[src/rtl/ks_byte_serial_add_sequencer.sv]
// Byte-serial WIDTH-bit add/sub over one shared 8-bit adder slice; accept edge to out_valid = NSLICE+1 edges.
// Busy ops are refused (in_ready=0); DONE holds the result stable until out_ready. Optional: KS_SEQ_SAT_EN.
module ks_byte_serial_add_sequencer #(
  parameter int WIDTH = 32
) (
  input  logic             clk,
  input  logic             rst_n,
  input  logic             in_valid,
  output logic             in_ready,
  input  logic [WIDTH-1:0] op_a,
  input  logic [WIDTH-1:0] op_b,
  input  logic             op_sub,
  output logic [7:0]       add_a,
  output logic [7:0]       add_b,
  output logic             add_cin,
  input  logic [7:0]       add_s,
  input  logic             add_cout,
  input  logic             add_ovf,
  output logic             out_valid,
  input  logic             out_ready,
  output logic [WIDTH-1:0] res,
  output logic             res_cout,
  output logic             res_ovf,
  output logic             res_zero
);

  // WIDTH must be a multiple of 8 and at least 16.
  localparam int NSLICE = WIDTH / 8;
  localparam int CW = (NSLICE > 1) ? $clog2(NSLICE) : 1;
  localparam logic [CW-1:0] LAST = CW'(NSLICE - 1);

  typedef enum logic [1:0] {
    IDLE = 2'd0,
    RUN  = 2'd1,
    DONE = 2'd2
  } state_t;

  state_t           state, state_nx;
  logic [WIDTH-1:0] a_q;
  logic [WIDTH-1:0] b_q;
  logic             carry_q;
  logic [CW-1:0]    cnt_q;
  logic             alive_q;
  logic             accept;
  logic             pass;
  logic             last_pass;
  logic             retire;
  logic [WIDTH-1:0] res_asm;
  logic [WIDTH-1:0] res_fin;

  always_ff @(posedge clk or negedge rst_n) begin
    if (!rst_n) begin
      state <= IDLE;
    end else begin
      state <= state_nx;
    end
  end

  // Keeps in_ready low through reset and until the first edge after release.
  always_ff @(posedge clk or negedge rst_n) begin
    if (!rst_n) begin
      alive_q <= 1'b0;
    end else begin
      alive_q <= 1'b1;
    end
  end

  always_comb begin
    state_nx  = state;
    in_ready  = 1'b0;
    out_valid = 1'b0;
    add_a     = 8'h00;
    add_b     = 8'h00;
    add_cin   = 1'b0;
    accept    = 1'b0;
    pass      = 1'b0;
    last_pass = 1'b0;
    retire    = 1'b0;
    case (state)
      IDLE: begin
        in_ready = alive_q;
        if (in_valid && alive_q) begin
          accept   = 1'b1;
          state_nx = RUN;
        end
      end
      RUN: begin
        add_a   = a_q[int'(cnt_q)*8 +: 8];
        add_b   = b_q[int'(cnt_q)*8 +: 8];
        add_cin = carry_q;
        pass    = 1'b1;
        if (cnt_q == LAST) begin
          last_pass = 1'b1;
          state_nx  = DONE;
        end
      end
      DONE: begin
        out_valid = 1'b1;
        if (out_ready) begin
          retire   = 1'b1;
          state_nx = IDLE;
        end
      end
      default: begin
        state_nx = IDLE;
      end
    endcase
  end

  // Full result as it will look once the current byte lands; needed for the zero flag on the final pass.
  always_comb begin
    res_asm = res;
    res_asm[int'(cnt_q)*8 +: 8] = add_s;
    res_fin = res_asm;
`ifdef KS_SEQ_SAT_EN
    if (add_ovf) begin
      res_fin = a_q[WIDTH-1] ? {1'b1, {(WIDTH-1){1'b0}}} : {1'b0, {(WIDTH-1){1'b1}}};
    end
`endif
  end

  always_ff @(posedge clk or negedge rst_n) begin
    if (!rst_n) begin
      a_q      <= '0;
      b_q      <= '0;
      carry_q  <= 1'b0;
      cnt_q    <= '0;
      res      <= '0;
      res_cout <= 1'b0;
      res_ovf  <= 1'b0;
      res_zero <= 1'b0;
    end else if (accept) begin
      a_q     <= op_a;
      b_q     <= op_b ^ {WIDTH{op_sub}};
      carry_q <= op_sub;
      cnt_q   <= '0;
    end else if (pass) begin
      carry_q <= add_cout;
      if (last_pass) begin
        // Counter holds at the last slice; it is cleared on leaving DONE.
        res      <= res_fin;
        res_cout <= add_cout;
        res_ovf  <= add_ovf;
        res_zero <= ~|res_fin;
      end else begin
        res   <= res_asm;
        cnt_q <= cnt_q + 1'b1;
      end
    end else if (retire) begin
      cnt_q <= '0;
    end
  end

endmodule

[config.mk]
export PLATFORM = sky130hd
export DESIGN_NAME = ks_byte_serial_add_sequencer
export DESIGN_NICKNAME = d
export VERILOG_FILES = /design/src/rtl/ks_byte_serial_add_sequencer.sv
export SDC_FILE = /design/constraint.sdc
export NUM_CORES = 1
export LEC_CHECK = 0
export CAP_MARGIN = 20
export CORE_UTILIZATION = 50
export CTS_BUF_LIST = sky130_fd_sc_hd__clkbuf_2 sky130_fd_sc_hd__clkbuf_4 sky130_fd_sc_hd__clkbuf_8
export DETAILED_ROUTE_END_ITERATION = 10
export DONT_BUFFER_PORTS = 1
export PLACE_DENSITY = 0.68
export REMOVE_ABC_BUFFERS = 1
export SLEW_MARGIN = 10
export SYNTH_ARGS = -nofsm -noshare
export SYNTH_HDL_FRONTEND = slang
export SYNTH_SLANG_ARGS = --single-unit
[constraint.sdc]
create_clock -name clk -period 3.4 [get_ports clk]
set_input_delay 0.17 -clock clk [delete_from_list [all_inputs] [get_ports clk]]
set_output_delay 0.17 -clock clk [all_outputs]
set_load 0.1 [all_outputs]
==> key figures <==
Status
  – Result of the run: completed

Run
  – Max-Cap Viols: 0

Routing
  – Drt first pass iters: 4
  – Wire length reported by the detailed router: between 10 and 15 mm
  – DRC marker count from the first detailed-route iteration: roughly 140
  – Total via count after detailed routing: 3542
  – Post-DR vias/cell: 5.55
  – Post-detailed-route count of antenna-violating nets: 0
  – DRC Markers: 0
  – Post-detailed-route wirelength per cell: 18.2 µm

Worst setup path
  – Dominant delay contributor by cell family on the critical path: simple AND/OR/NAND/NOR gates
  – Cell with the largest stage delay on the worst path: and2_4
  – Buf+Inv Stages, Crit Path: 1
  – Cells along the critical path: nor3b_2, and2_4, nor3b_1, a221o_1, dlygate4sd3_1
  – Element type at the critical path end: register
  – Worst-path fanout max: 77
  – Data required time at the worst endpoint: 3.65 ns
  – Crit path largest cell delay: 0.73 ns
  – Signal arrival time at the worst endpoint: 2.76 ns
  – Critical path startpoint category: register
  – Crit Path Category: reg -> reg

Timing
  – Worst-case headroom to the max-slew limit: 0.326
  – Max Clk Rate: roughly 400 MHz
  – Unrepaired setup endpoints after global routing: false
  – Max-slew violations: 0
  – Worst setup skew after layout: 0.0102 ns
  – Final Critical Period: ~2.5 ns
  – Worst Hold Margin: 0.0165 ns
  – Final number of hold-violating endpoints: 0
  – Post-route clock period utilization: 0.738
  – Pin slew with the least headroom to its limit: slightly above 1 ns
  – Final Setup Violations: 0

Final layout
  – Final standard cell count with taps included and fillers excluded: 638
  – Area overhead of the layout relative to synthesis: 29.9%
  – Ratio of cells with drive above 1 in the final layout: 0.212
  – Antenna diodes: 0
  – Net count reported at finish: 589

Floorplan
  – Floorplan Core Area: 9370 µm²
  – Total I/O pin count: 133
  – Rows: 35
  – Area of the die: 10200 µm²
  – Initial Utilization: 0.521
  – Horizontal extent of the die: a little over 100 µm
  – Die H: 101 µm

Logic synthesis
  – Most used DFF post-synth: dfrtp_1
  – Synth cell types: 36
  – Fraction of synthesized cell area taken by the top area cell type: 0.538
  – Mean instance size in the synthesized netlist: 12.3 µm²
  – Number of synthesized flops with an enable pin: 0
  – Top post-synthesis cells by count: dfrtp_1 (105), a21oi_1 (38), nor2_1 (38)
  – Syn. warnings: 0
  – Top post-synthesis cells by area: dfrtp_1 (54%), mux2_2 (8.1%), mux4_2 (7.4%)
  – Register bit total from synthesis: between 100 and 150
  – Async set or reset register ratio after synthesis: 1.00
  – Synthesized area: around 4900 µm²
  – Most frequent cell after synthesis: dfrtp_1
  – Mapped Cells: about 400
  – Synth area leader: dfrtp_1
  – Sequential cell area fraction in the yosys report: 0.538

Global routing
  – Antenna violations before repair: 0
  – Final global-route overflow total: 0
  – First-pass GRT wire length: roughly 19 mm
  – Number of global-route vias before repair: 3713
  – Overall Global Routing Usage: 0.244
  – Pin count of the biggest net entering global routing: 106

Clock network
  – Number of hold buffers added after cts: 92
  – Library cell used as clock root buffer: clkbuf_8
  – Clock transition time at the flip-flop clock pins of the worst setup and hold paths: 0.11 ns
  – Clock Latency Late Sink: 0.36 ns
  – CTS Buffer Depth: 2
  – CTS tree: yes
  – Number of buffers added by the clock tree synthesis step: 9
  – CTS H-tree depth: 3
  – Post-cts sizing count: 0
  – Count of clock tree sinks: 105
  – Count of buffers added by post-CTS timing repair for setup: 0

Placement
  – Count of input and output buffers: 0
  – Placed Instances: 529
  – Detailed placer's ending HPWL: between 6 and 7 mm
  – Final RePlAce weighted congestion: 0.863

Min path
  – Hold WC Path Type: in -> reg
## flip-flops by register name, indices dropped and copies added (netlist names), 2 cells and up
register  flops
res          32
a_q          32
cnt_q         2
b_q          32
state         2
## final cells by class
cell class,instances,area [µm²]
inverter,2,7.51
multi-input combinational,265,2160
clock inverter,7,87.6
timing repair buffer,121,1180
sequential,105,2630
fill,714,3020
clock buffer,9,124
tap,129,161
## per-layer routing
metal,GRT usage,share of wire,up-vias,wire length (µm)
li1,-,-,1635,-
met1,0.313,0.42,1772,4850
met2,0.409,0.51,127,5910
met3,0.0506,0.065,8,762
met4,0.0870,0.010,0,120
met5,0,0,-,0
## stage by stage
step,setup WS (ns),util,TNS (ns),cell area (µm²)
2_1_floorplan,-2.03,-,-123.63,4790
3_3_place_gp,1.14,0.554,0,5190
3_5_place_dp,1.08,0.554,0,5190
4_1_cts,0.845,0.676,0,6340
5_1_grt,0.656,0.677,0,6350
6_report,0.890,0.677,0,6350
## cell usage in the layout (no fill, tap or decap), types with 3 or more instances in the layout
cell type / count
a22o_2: 4
mux2_2: 35
clkinv_4: 3
nor4_1: 6
nor3_1: 6
nand2_1: 9
a21oi_1: 38
dfrtp_1: 105
a211oi_1: 3
nor2_1: 38
ha_1: 6
mux4_2: 16
clkbuf_8: 9
xnor2_1: 32
and2_1: 19
buf_4: 27
dlygate4sd3_1: 92
a22o_1: 28
nand2b_1: 3
## cells by family (layout without fill, tap and decap cells)
| logic type | count (synthesis) | after routing | share of synthesized area |
|---|---|---|---|
| AO/OA/AOI/OAI | 80 | 80 | 0.113 |
| XOR/XNOR | 32 | 32 | 0.0574 |
| adder cells (fa/ha/maj) | 6 | 6 | 0.0154 |
| buffers and inverters | 26 | 139 | 0.0218 |
| flip-flops | 105 | 105 | 0.538 |
| multiplexers | 51 | 51 | 0.154 |
| other | 1 | 1 | 0.000768 |
| AND/OR/NAND/NOR | 95 | 95 | 0.0991 |
## path summary, 6_finish.rpt
| path | start | endpoint | cells past startpoint | slack, ns |
|---|---|---|---|---|
| max in group asynchronous | rst_n | b_q[2] | 2 | 2.61 |
| setup / recovery | state[1] | carry_q | 5 | 0.89 |
| hold reg to reg | a_q[23] | a_q[23] | 1 | 0.52 |
| setup reg to reg | state[1] | carry_q | 5 | 0.89 |
| hold / removal | op_sub | b_q[11] | 2 | 0.02 |
| min in group asynchronous | rst_n | a_q[15] | 2 | 0.42 |
Power is not shown: default switching activity piles up to over one toggle a cycle in this logic, so the estimate is an artifact.
